**src/rtl/mem_access.sv**
```systemverilog
// MEM pipeline stage: passes non-memory ops straight through and runs a
// valid/ready data-memory transaction (with lane steering and load extension) for loads/stores.
module mem_access #(
  parameter int unsigned ADDR_W       = 32,
  parameter int unsigned DATA_W       = 32,
  parameter int unsigned ALU_OP_WIDTH = 5
) (
  input  logic                    CLK,
  input  logic                    RST,
  input  logic                    hold,
  input  logic [4:0]              mem_rd,
  input  logic                    mem_rd_op,
  input  logic [DATA_W-1:0]       mem_rd_data,
  input  logic [ALU_OP_WIDTH-1:0] mem_aluop,
  input  logic [ADDR_W-1:0]       mem_mem_addr,
  input  logic [DATA_W-1:0]       mem_mem_wdata,
  output logic                    dm_req_valid,
  input  logic                    dm_req_ready,
  output logic                    dm_we,
  output logic [3:0]              dm_be,
  output logic [ADDR_W-1:0]       dm_addr,
  output logic [DATA_W-1:0]       dm_wdata,
  input  logic                    dm_rsp_valid,
  input  logic [DATA_W-1:0]       dm_rsp_data,
  output logic [4:0]              wb_rd,
  output logic                    wb_rd_op,
  output logic [DATA_W-1:0]       wb_rd_data,
  output logic                    stall_req,
  output logic                    misalign
);

  localparam logic [ALU_OP_WIDTH-1:0] ALU_LB  = ALU_OP_WIDTH'(16);
  localparam logic [ALU_OP_WIDTH-1:0] ALU_LH  = ALU_OP_WIDTH'(17);
  localparam logic [ALU_OP_WIDTH-1:0] ALU_LW  = ALU_OP_WIDTH'(18);
  localparam logic [ALU_OP_WIDTH-1:0] ALU_LBU = ALU_OP_WIDTH'(19);
  localparam logic [ALU_OP_WIDTH-1:0] ALU_LHU = ALU_OP_WIDTH'(20);
  localparam logic [ALU_OP_WIDTH-1:0] ALU_SB  = ALU_OP_WIDTH'(21);
  localparam logic [ALU_OP_WIDTH-1:0] ALU_SH  = ALU_OP_WIDTH'(22);
  localparam logic [ALU_OP_WIDTH-1:0] ALU_SW  = ALU_OP_WIDTH'(23);

  localparam logic [1:0] SZ_BYTE = 2'd0;
  localparam logic [1:0] SZ_HALF = 2'd1;
  localparam logic [1:0] SZ_WORD = 2'd2;

  typedef enum logic [1:0] {S_IDLE, S_REQ, S_WAIT, S_DONE} state_t;

  state_t              state;
  logic                is_load;
  logic                is_store;
  logic                is_mem;
  logic                is_signed;
  logic [1:0]          size;
  logic                mis;
  logic [3:0]          be_c;
  logic [DATA_W-1:0]   wdata_c;

  logic                cap_load;
  logic                cap_signed;
  logic [1:0]          cap_size;
  logic [1:0]          cap_off;
  logic [DATA_W-1:0]   ld_data;

  // Op decode and alignment check
  always_comb begin
    is_load   = 1'b0;
    is_store  = 1'b0;
    is_signed = 1'b0;
    size      = SZ_WORD;
    case (mem_aluop)
      ALU_LB:  begin is_load = 1'b1; is_signed = 1'b1; size = SZ_BYTE; end
      ALU_LH:  begin is_load = 1'b1; is_signed = 1'b1; size = SZ_HALF; end
      ALU_LW:  begin is_load = 1'b1; size = SZ_WORD; end
      ALU_LBU: begin is_load = 1'b1; size = SZ_BYTE; end
      ALU_LHU: begin is_load = 1'b1; size = SZ_HALF; end
      ALU_SB:  begin is_store = 1'b1; size = SZ_BYTE; end
      ALU_SH:  begin is_store = 1'b1; size = SZ_HALF; end
      ALU_SW:  begin is_store = 1'b1; size = SZ_WORD; end
      default: ;
    endcase
    is_mem = is_load | is_store;
    mis    = ((size == SZ_HALF) && mem_mem_addr[0]) ||
             ((size == SZ_WORD) && (mem_mem_addr[1:0] != 2'b00));
  end

  // Store lane steering; loads always request the full word
  always_comb begin
    be_c    = 4'b1111;
    wdata_c = mem_mem_wdata;
    if (is_store) begin
      case (size)
        SZ_BYTE: begin
          be_c    = 4'b0001 << mem_mem_addr[1:0];
          wdata_c = {4{mem_mem_wdata[7:0]}};
        end
        SZ_HALF: begin
          be_c    = mem_mem_addr[1] ? 4'b1100 : 4'b0011;
          wdata_c = {2{mem_mem_wdata[15:0]}};
        end
        default: ;
      endcase
    end
  end

  function automatic logic [DATA_W-1:0] extend_load(input logic [DATA_W-1:0] word,
                                                    input logic [1:0] off,
                                                    input logic [1:0] sz,
                                                    input logic sgn);
    logic [DATA_W-1:0] sh;
    sh = word >> {off, 3'b000};
    case (sz)
      SZ_BYTE: extend_load = sgn ? {{24{sh[7]}}, sh[7:0]} : {24'b0, sh[7:0]};
      SZ_HALF: extend_load = sgn ? {{16{sh[15]}}, sh[15:0]} : {16'b0, sh[15:0]};
      default: extend_load = word;
    endcase
  endfunction

  // Transaction FSM with registered memory-port outputs
  always_ff @(posedge CLK or posedge RST) begin
    if (RST) begin
      state        <= S_IDLE;
      dm_req_valid <= 1'b0;
      dm_we        <= 1'b0;
      dm_be        <= 4'b0;
      dm_addr      <= '0;
      dm_wdata     <= '0;
      cap_load     <= 1'b0;
      cap_signed   <= 1'b0;
      cap_size     <= 2'b0;
      cap_off      <= 2'b0;
      ld_data      <= '0;
    end else begin
      case (state)
        S_IDLE: begin
          if (is_mem && !mis) begin
            state        <= S_REQ;
            dm_req_valid <= 1'b1;
            dm_we        <= is_store;
            dm_be        <= be_c;
            dm_addr      <= {mem_mem_addr[ADDR_W-1:2], 2'b00};
            dm_wdata     <= wdata_c;
            cap_load     <= is_load;
            cap_signed   <= is_signed;
            cap_size     <= size;
            cap_off      <= mem_mem_addr[1:0];
          end
        end
        S_REQ: begin
          if (dm_req_ready) begin
            dm_req_valid <= 1'b0;
            state        <= cap_load ? S_WAIT : S_DONE;
          end
        end
        S_WAIT: begin
          if (dm_rsp_valid) begin
            ld_data <= extend_load(dm_rsp_data, cap_off, cap_size, cap_signed);
            state   <= S_DONE;
          end
        end
        S_DONE: begin
          if (!hold) state <= S_IDLE;
        end
        default: state <= S_IDLE;
      endcase
    end
  end

  // Writeback/stall outputs are combinational so non-memory ops pass in the same cycle
  always_comb begin
    wb_rd      = 5'b0;
    wb_rd_op   = 1'b0;
    wb_rd_data = '0;
    stall_req  = 1'b0;
    misalign   = 1'b0;
    if (!RST) begin
      wb_rd      = mem_rd;
      wb_rd_op   = mem_rd_op;
      wb_rd_data = mem_rd_data;
      case (state)
        S_IDLE: begin
          if (is_mem) begin
            wb_rd_op = 1'b0;
            if (mis) misalign = 1'b1;
            else     stall_req = 1'b1;
          end
        end
        S_REQ, S_WAIT: begin
          stall_req = 1'b1;
          wb_rd_op  = 1'b0;
        end
        S_DONE: begin
          if (cap_load) wb_rd_data = ld_data;
          else          wb_rd_op   = 1'b0;
        end
        default: ;
      endcase
    end
  end

endmodule
```
**config.mk**
```make
export PLATFORM = sky130hd
export DESIGN_NAME = mem_access
export DESIGN_NICKNAME = d
export VERILOG_FILES = /design/src/rtl/mem_access.sv
export SDC_FILE = /design/constraint.sdc
export NUM_CORES = 1
export LEC_CHECK = 0
export BUFFER_PORTS_ARGS = -buffer_cell sky130_fd_sc_hd__buf_4
export CAP_MARGIN = 5
export CORE_MARGIN = 4
export CORE_UTILIZATION = 45
export DETAILED_ROUTE_END_ITERATION = 8
export GPL_TIMING_DRIVEN = 1
export HOLD_SLACK_MARGIN = 0.02
export PLACE_DENSITY = 0.77
export SKIP_LAST_GASP = 1
export SYNTH_ARGS = -nofsm -noshare
export SYNTH_HDL_FRONTEND = slang
export SYNTH_SLANG_ARGS = --single-unit
```
**constraint.sdc**
```tcl
create_clock -name CLK -period 4.5 [get_ports CLK]
set_input_delay 0.225 -clock CLK [delete_from_list [all_inputs] [get_ports CLK]]
set_output_delay 0.225 -clock CLK [all_outputs]
set_load 0.01 [all_outputs]
```
==> results of run 1 <==
## sequential cells by signal, summed over array words and instances, names as in the netlist
register      count
dm_req_valid      1
dm_we             1
dm_be             4
cap_signed        1
cap_load          1
cap_off           2
state             2
dm_addr          30
ld_data          32
cap_size          2
dm_wdata         32
## how the worst max path moves through the flow
| stage | from | to | cells past startpoint |
|---|---|---|---|
| after global placement | mem_aluop[0] | dm_addr[30] | 6 |
| after global routing | cap_off[0] | ld_data[21] | 5 |
| final | cap_off[0] | ld_data[24] | 5 |
| after detailed placement | mem_aluop[0] | dm_wdata[3] | 6 |
| after floorplan | RST | wb_rd_op | 3 |
| after CTS | cap_off[0] | ld_data[17] | 5 |
## worst reg2reg max path: stages (launching register included)
cell      delay, ns
dfrtp_1        1.01
mux2i_1        0.26
o21ai_0        0.08
and2_1         0.19
o211ai_1       0.94
nand3_1        0.19
## area by class of cell
class / instances / area (um2)
fillers: 1030 / 4270
multi-input cells: 434 / 2710
clock buffers: 9 / 225
inverters: 7 / 28.8
repair buffers: 255 / 1930
well taps: 168 / 210
flip-flops and latches: 108 / 2700
clock inverters: 7 / 92.6
## through the flow
stage               cells  area (um2)
CTS                   987        7880
finish                988        7900
global route          988        7900
detailed placement    971        7560
global placement      971        7560
floorplan             593        5640
## logic make-up (layout without fill, tap and decap cells)
group	count (synthesis)	count (layout)
compound gates	147	147
xor+xnor	2	2
fa+ha+maj	6	6
buf+inv	51	278
flops	108	108
mux	69	69
other cells	1	2
simple gates	208	208
## report_power, final
| group | switching (W) | internal (W) |
|---|---|---|
| logic | 0.000880 | 0.00101 |
| clock network | 0.000394 | 0.000448 |
| registers | 0.000375 | 0.00141 |
| total | 0.00165 | 0.00287 |
## cells in the final DEF (no fill, tap or decap), types with 2 or more instances in the layout
| master | n |
|---|---|
| buf_4 | 254 |
| nand2_1 | 117 |
| dfrtp_1 | 108 |
| a21oi_1 | 56 |
| mux2_2 | 42 |
| o21ai_0 | 34 |
| nand3_1 | 32 |
| mux2i_1 | 27 |
| nor2_1 | 23 |
| a221o_1 | 16 |
| nor2b_1 | 12 |
| and2_1 | 12 |
| a21o_1 | 11 |
| clkbuf_16 | 9 |
| o22ai_1 | 7 |
| a22oi_1 | 7 |
| inv_1 | 6 |
| ha_1 | 6 |
| nand2b_1 | 4 |
| a211oi_1 | 3 |
| inv_6 | 3 |
| xor2_1 | 2 |
| and3_1 | 2 |
| a21boi_0 | 2 |
| a2bb2oi_1 | 2 |
| conb_1 | 2 |
## layer usage
layer  global-route usage (%)  part of all wire [%]  vias up
li1                         -                     -     2511
met3                     6.88                   9.4       30
met2                     41.8                    51      264
met1                     28.6                    38     2594
met4                     8.59                   2.3        0
met5                        0                     0        -
==> flow_summary.json, run 1 <==
{
  "ant_nets": 0,
  "finalMaxSlewViolations": 0,
  "core_mm2": 0.0122,
  "hold_path.class": "primary input to asynchronous set/reset pin",
  "drive_gt1_share_pct": 39.0,
  "drt-pass1-iter-count": 5,
  "yosysSeqAreaShare_pct": 47.9,
  "start_util_pct": 46.3,
  "maxCapViolations": 0,
  "pre_cts_slack_ns": 1.66,
  "yosysTopAreaCell": "dfrtp_1",
  "synth.top_cell.area_share_pct": 47.9,
  "p_total_w": 0.00452,
  "synthXorXnorAreaFrac_pct": 0.311,
  "cp_slowest_stage_delay_ns": 1.01,
  "fin_ws_ns": 1.64,
  "cts_sinks": 108,
  "grt_util_all_layers_pct": 24.1,
  "clk-insertion-delay-late_ns": 0.35,
  "fin_setup_tns_ns": 0,
  "muxShareOfSynthArea_pct": 13.2,
  "cts_hold_buffers": 0,
  "required_ns": 4.66,
  "routabilityCongestion": 0.865,
  "yosysWarnings": 0,
  "synth_flop_cell": "dfrtp_1",
  "startpoint_type": "register",
  "clk_path_buf_depth": 2,
  "slew_headroom_pct": 20.2,
  "die-area_mm2": 0.0144,
  "synth_edf_count": 0,
  "port_buffers": 251,
  "p_per_area_mw_per_mm2": 572,
  "ir_drop_mv": 0.375,
  "antenna_found_initial": 0,
  "finClkSkew_ns": 0.00497,
  "dp.final_hpwl_um": 13300,
  "synth-simple-area-share_pct": 16.4,
  "outcome": "finished clean",
  "synth_cell_types": 42,
  "yosysMostFrequentCell": "nand2_1",
  "cts-resized-gates": 0,
  "max_freq_ghz": 0.350,
  "overflow": 0,
  "synthArstFlopShare_pct": 100,
  "grt_max_degree": 85,
  "setup_viol": 0,
  "vias": 5399,
  "fin_crit_ns": 2.86,
  "postSynthRegisterBits": 108,
  "area_growth_pct": 40.1,
  "grt_pass1_wl_um": 27700,
  "critPathSlowestCell": "dfrtp_1",
  "period_share_pct": 63.6,
  "p_leak_nw": 3.97,
  "synthAdderAreaFrac_pct": 1.33,
  "cts_buffers": 9,
  "rows": 40,
  "clk_pin_slew_ns": 0.08,
  "clock_tree.root_cell": "clkbuf_16",
  "cts_tree": "done",
  "final-hold-violation-count": 0,
  "grt_pass1_vias": 5440,
  "post_cts_buffers": 0,
  "synth_commonest_cells": "nand2_1 (117), dfrtp_1 (108), a21oi_1 (56)",
  "cts_max_level": 3,
  "wirelength_um": 17500,
  "worstPathMaxFanout": 22,
  "antenna_cells": 0,
  "synth_area_leaders": "dfrtp_1 (48%), mux2_2 (8.4%), nand2_1 (7.8%), a21oi_1 (5.0%), mux2i_1 (4.8%)",
  "hold-worst-slack_ns": 0.0394,
  "tightest_slew_ns": 1.19,
  "wire_per_inst_um": 17.7,
  "reg2reg_from": "cap_off[0]",
  "crit_type": "register to register",
  "rr_worst_depth": 5,
  "reg2reg_to": "ld_data[24]",
  "die_h_um": 120,
  "r2r_slack_ns": 1.64,
  "avgSynthCellArea_um2": 9.52,
  "cp_top_family": "compound AO/OA/AOI/OAI gates",
  "rsz0062_at_grt": "no",
  "synth_top_family_by_area": "compound AO/OA/AOI/OAI gates",
  "die_w_um": 120,
  "worst-path-buf-inv": 0,
  "cp-end-kind": "register",
  "syn_inst": 592,
  "syn_area_mm2": 0.00564,
  "synth_compound_area_share_pct": 16.6,
  "fin_nets": 965,
  "io_pins": 254,
  "drtIter0Drc": 310,
  "crit_arrival_ns": 3.02,
  "viasPerCell": 5.46,
  "final_util_pct": 64.9,
  "crit_chain": "mux2i_1, o21ai_0, and2_1, o211ai_1, nand3_1",
  "route.detailed.drc": 0
}
Note: power is estimated with default switching activity, not from simulation.
==> inputs of run 2 (changes only) <==
==> constraint.sdc (replaced) <==
create_clock -name CLK -period 2.8 [get_ports CLK]
set_input_delay 0.14 -clock CLK [delete_from_list [all_inputs] [get_ports CLK]]
set_output_delay 0.14 -clock CLK [all_outputs]
set_load 0.01 [all_outputs]
==> run 2 against run 1 <==
Effect of this change: register-to-register slack worse by 1.2 ns; hold slack worse by 0.0076 ns; clock-buffer cell count up 1; global-route usage increased by 1.0 points; sequential share of layout area decreased by 1.1 points; non-clock buffer count increased by 31; cell count increased by 3.1%; core utilization grew 2.2 points; first-iteration DRC count grew 54%; sequential power rose by 53%; critical path depth grew 1.
==> flow_summary.json, run 2 (synthesized netlist as in run 1, its figures left out) <==
{
  "grt_pass1_wl_um": 29000,
  "clk-insertion-delay-late_ns": 0.34,
  "maxCapViolations": 0,
  "finalMaxSlewViolations": 0,
  "highest_layer": "met4",
  "fin_setup_tns_ns": 0,
  "final-hold-violation-count": 0,
  "outcome": "finished clean",
  "r2r_slack_ns": 0.47,
  "drtIter0Drc": 478,
  "crit_arrival_ns": 2.30,
  "wire_per_inst_um": 18.0,
  "routabilityCongestion": 0.844,
  "io_pins": 254,
  "ir_drop_mv": 0.544,
  "ant_nets": 0,
  "area_growth_pct": 44.9,
  "wirelength_um": 18300,
  "core_mm2": 0.0122,
  "fillers": 947,
  "cts_sinks": 108,
  "vias": 5465,
  "met3_length_um": 1870,
  "p_leak_nw": 4.08,
  "grt_pass1_vias": 5617,
  "cts-resized-gates": 0,
  "worstPathMaxFanout": 28,
  "required_ns": 2.66,
  "drt-pass1-iter-count": 5,
  "slew_headroom_pct": 19.7,
  "cts_tree": "done",
  "fin_nets": 996,
  "rsz0062_at_grt": "no",
  "layout_commonest_cell": "buf_4",
  "grt_max_degree": 56,
  "die_h_um": 120,
  "drt-met1-wl_um": 6780,
  "hold_path.class": "primary input to register",
  "port_buffers": 251,
  "clock_tree.root_cell": "clkbuf_16",
  "viasPerCell": 5.36,
  "start_util_pct": 46.3,
  "cts_hold_buffers": 24,
  "p_total_w": 0.00727,
  "dp.final_hpwl_um": 13600,
  "startpoint_type": "register",
  "reg_top3": "dm_wdata x32, ld_data x32, dm_addr x30",
  "antenna_cells": 0,
  "period_share_pct": 87.0,
  "tightest_slew_ns": 1.20,
  "drive_gt1_share_pct": 38.3,
  "clk_path_buf_depth": 2,
  "final_cell_mix": "buf_4 (261), nand2_1 (117), dfrtp_1 (108)",
  "p_per_area_mw_per_mm2": 890,
  "max_freq_ghz": 0.410,
  "cp-end-kind": "primary output",
  "fin_crit_ns": 2.44,
  "crit_type": "register to primary output",
  "finClkSkew_ns": 0.00602,
  "post_cts_buffers": 0,
  "grt_util_all_layers_pct": 25.1,
  "overflow": 0,
  "cts_buffers": 9,
  "route.detailed.drc": 0,
  "rows": 40,
  "die-area_mm2": 0.0144,
  "die_w_um": 120,
  "dr_wl_met2_um": 9370,
  "antenna_found_initial": 0,
  "setup_viol": 0,
  "cts_max_level": 3,
  "clk_pin_slew_ns": 0.07
}
[run 2: cell types whose count changed in the layout (fill, tap and decap cells not counted), sizes merged]
cell,delta
clkinv,+2
clkbuf,+1
inv,-5
buf,+7
clkinvlp,+2
dlygate4sd3,+24
[run 2: per-stage QoR]
stage                     hold slack, ns  cells  instance area [um2]  setup slack [ns]  utilization (%)
after floorplan                    0.256    593                 5640            0.0528                -
after global placement             0.339    979                 7630             0.642             62.7
after detailed placement           0.345    979                 7630             0.481             62.7
after CTS                         0.0210   1019                 8170             0.345             67.1
after global routing              0.0205   1019                 8170             0.223             67.1
final                             0.0319   1019                 8170             0.363             67.1
[run 2: final timing paths]
| kind | cells past startpoint | start | to |
|---|---|---|---|
| worst max-delay path | 6 | state[0] | stall_req |
| min in group asynchronous | 3 | RST | dm_addr[8] |
| worst min-delay path | 2 | mem_mem_addr[3] | dm_addr[3] |
| worst max register to register | 6 | state[0] | dm_addr[28] |
| max in group asynchronous | 4 | RST | dm_be[2] |
| worst min register to register | 2 | ld_data[4] | ld_data[4] |
[run 2: layout make-up]
cell class                 instances  area, um2  share of cell area (%)
multi-input combinational        434       2710                    33.2
inverter                           7       30.0                   0.368
sequential                       108       2700                    33.1
clock buffer                      10        229                    2.80
clock inverter                     6       65.1                   0.797
timing repair buffer             286       2220                    27.2
tap                              168        210                    2.57
[run 2: worst max-delay path, cell delays in order, from the launching register on]
cell      delay [ns]
dfrtp_1         0.44
inv_1           0.16
ha_1            0.25
nand2_1         0.17
o21bai_4        0.39
a211oi_1        0.36
buf_4           0.18
[run 2: per-layer routing]
layer | vias to the layer above | track usage (%)
li1 | 2562 | -
met1 | 2596 | 28.8
met2 | 281 | 44.5
met3 | 26 | 8.86
met4 | 0 | 6.51
met5 | - | 0
[run 2: power by group]
part / switching, W / internal [W]
registers: 0.000455 / 0.00227
logic: 0.00161 / 0.00168
clock network: 0.000565 / 0.000694
==> inputs of run 3 (changes only) <==
--- a/config.mk
+++ b/config.mk
@@ -9,10 +9,11 @@
 export CAP_MARGIN = 5
 export CORE_MARGIN = 4
 export CORE_UTILIZATION = 45
+export CTS_CLUSTER_SIZE = 20
 export DETAILED_ROUTE_END_ITERATION = 8
 export GPL_TIMING_DRIVEN = 1
 export HOLD_SLACK_MARGIN = 0.02
-export PLACE_DENSITY = 0.77
+export PLACE_DENSITY = 0.83
 export SKIP_LAST_GASP = 1
 export SYNTH_ARGS = -nofsm -noshare
 export SYNTH_HDL_FRONTEND = slang
==> run 3 against run 2 <==
Effect of this change: worst setup slack got worse by 0.13 ns; core utilization increased by 1.3 points; global-route usage increased by 1.0 points; clock skew decreased by 0.0013 ns; total power increased by 0.52%; sequential power increased by 4%; via count increased by 2.7%; clock power about the same; first-iteration DRC count decreased by 2.3%; clock-buffer cell count decreased by 1; hold slack improved by 0.0019 ns; critical endpoint unchanged; largest cell class unchanged; highest routed layer unchanged.
==> flow_summary.json, run 3 (synthesized netlist as in run 1, its figures left out) <==
{
  "wire_per_inst_um": 18.6,
  "drtIter0Drc": 467,
  "dp.final_hpwl_um": 13200,
  "cts-resized-gates": 0,
  "crit_arrival_ns": 2.43,
  "start_util_pct": 46.3,
  "cp-end-kind": "primary output",
  "cts_buffers": 9,
  "port_buffers": 251,
  "antenna_found_initial": 0,
  "crit_type": "register to primary output",
  "cts_tree": "done",
  "final_util_pct": 68.4,
  "required_ns": 2.66,
  "io_pins": 254,
  "clk-insertion-delay-late_ns": 0.35,
  "route.detailed.drc": 0,
  "drive_gt1_share_pct": 37.8,
  "final-hold-violation-count": 0,
  "finalMaxSlewViolations": 0,
  "post_cts_buffers": 0,
  "tightest_slew_ns": 0.859,
  "grt_max_degree": 109,
  "critPathSlowestCell": "dfrtp_1",
  "clock_tree.root_cell": "clkbuf_16",
  "startpoint_type": "register",
  "ir_drop_mv": 0.587,
  "max_freq_ghz": 0.390,
  "grt_pass1_vias": 5805,
  "ant_nets": 0,
  "crit_chain": "inv_1, ha_1, nand2_1, o21bai_4, buf_12, a211oi_1, buf_4",
  "viasPerCell": 5.44,
  "routabilityCongestion": 0.888,
  "area_growth_pct": 47.6,
  "hold-worst-slack_ns": 0.0337,
  "wirelength_um": 19200,
  "grt_util_all_layers_pct": 26.1,
  "reg2reg_from": "cap_off[0]",
  "overflow": 0,
  "rr_worst_depth": 5,
  "period_share_pct": 91.7,
  "clk_pin_slew_ns": 0.08,
  "p_int_w": 0.00458,
  "p_total_w": 0.00731,
  "die_h_um": 120,
  "hold_end": "dm_addr[25]",
  "rows": 40,
  "worstHoldPathCells": 2,
  "maxCapViolations": 0,
  "rsz0062_at_grt": "no",
  "p_clk_share_pct": 17.0,
  "die_w_um": 120,
  "drt-pass1-iter-count": 5,
  "switching_share_pct": 37.4,
  "reg2reg_to": "ld_data[12]",
  "cts_max_level": 3,
  "fillers": 984,
  "core_mm2": 0.0122,
  "die-area_mm2": 0.0144,
  "pwr-share-seq_pct": 38.7,
  "clk_path_buf_depth": 2,
  "layout_commonest_cell": "buf_4",
  "finClkSkew_ns": 0.00471,
  "reg_top3": "dm_wdata x32, ld_data x32, dm_addr x30",
  "combPwrFrac_pct": 44.2,
  "antenna_cells": 0,
  "vias": 5615,
  "p_leak_nw": 4.14,
  "cp_slowest_stage_delay_ns": 0.44,
  "slew_headroom_pct": 42.7,
  "fin_crit_ns": 2.57,
  "outcome": "finished clean",
  "grt_pass1_wl_um": 30100,
  "fin_setup_tns_ns": 0,
  "p_per_area_mw_per_mm2": 879,
  "r2r_slack_ns": 0.68,
  "switchingPower_w": 0.00273,
  "hold_path.startpoint": "mem_mem_addr[25]",
  "hold_path.class": "primary input to register",
  "fin_nets": 1009,
  "cts_sinks": 108,
  "setup_viol": 0,
  "final_cell_mix": "buf_4 (258), nand2_1 (117), dfrtp_1 (108)",
  "worstPathMaxFanout": 24
}
-- run 3: power by group through the flow --
stage | clock network (W) | logic, W | registers (W)
2_1_floorplan | 0 | 0.00161 | 0.00285
3_3_place_gp | 0 | 0.00308 | 0.00280
3_5_place_dp | 0 | 0.00316 | 0.00281
4_1_cts | 0.00127 | 0.00321 | 0.00281
5_1_grt | 0.00132 | 0.00354 | 0.00291
6_report | 0.00125 | 0.00323 | 0.00283
-- run 3: stage by stage --
stage                     setup WS, ns  std cells  area (um2)
after floorplan                 0.0528        593        5640
after global placement           0.627        978        7650
after detailed placement         0.555        978        7650
after CTS                        0.163       1031        8310
after global routing            0.0717       1032        8320
final                            0.233       1032        8320
-- run 3: area by class of cell --
type / count / area, um2 / area share [%]
Clock buffer: 9 / 225 / 2.71
Clock inverter: 7 / 62.6 / 0.752
Inverter: 7 / 30.0 / 0.361
Multi-Input combinational cell: 435 / 2720 / 32.7
Sequential cell: 108 / 2700 / 32.5
Tap cell: 168 / 210 / 2.53
Timing Repair Buffer: 298 / 2370 / 28.5
-- run 3: worst max path at each step --
stage | to | cells past startpoint | slack, ns | from
detailed placement | stall_req | 7 | 0.55 | state[0]
floorplan | wb_rd_op | 3 | 0.05 | RST
global placement | stall_req | 7 | 0.63 | state[0]
finish | stall_req | 7 | 0.23 | state[0]
CTS | stall_req | 7 | 0.16 | state[0]
global route | stall_req | 7 | 0.07 | state[0]
-- run 3: repair_timing --
item,in CTS,in global routing
setup endpoints to repair,0,1
hold buffers,37,0
endpoints found under the hold margin,37,0
-- run 3: worst max-delay path, delay by kind of cell (launching register included) --
family | cells | cell delay, ns
AO/OA/AOI/OAI | 2 | 0.62
adder cells (fa/ha/maj) | 1 | 0.26
buffers and inverters | 3 | 0.57
flip-flops | 1 | 0.44
AND/OR/NAND/NOR | 1 | 0.17
-- run 3: routing by layer --
layer	vias to the layer above	part of all wire (%)	global-route usage, %
li1	2610	-	-
met1	2670	37	30.2
met2	294	51	46.6
met3	41	9.6	7.26
met4	0	2.6	8.80
met5	-	0	0
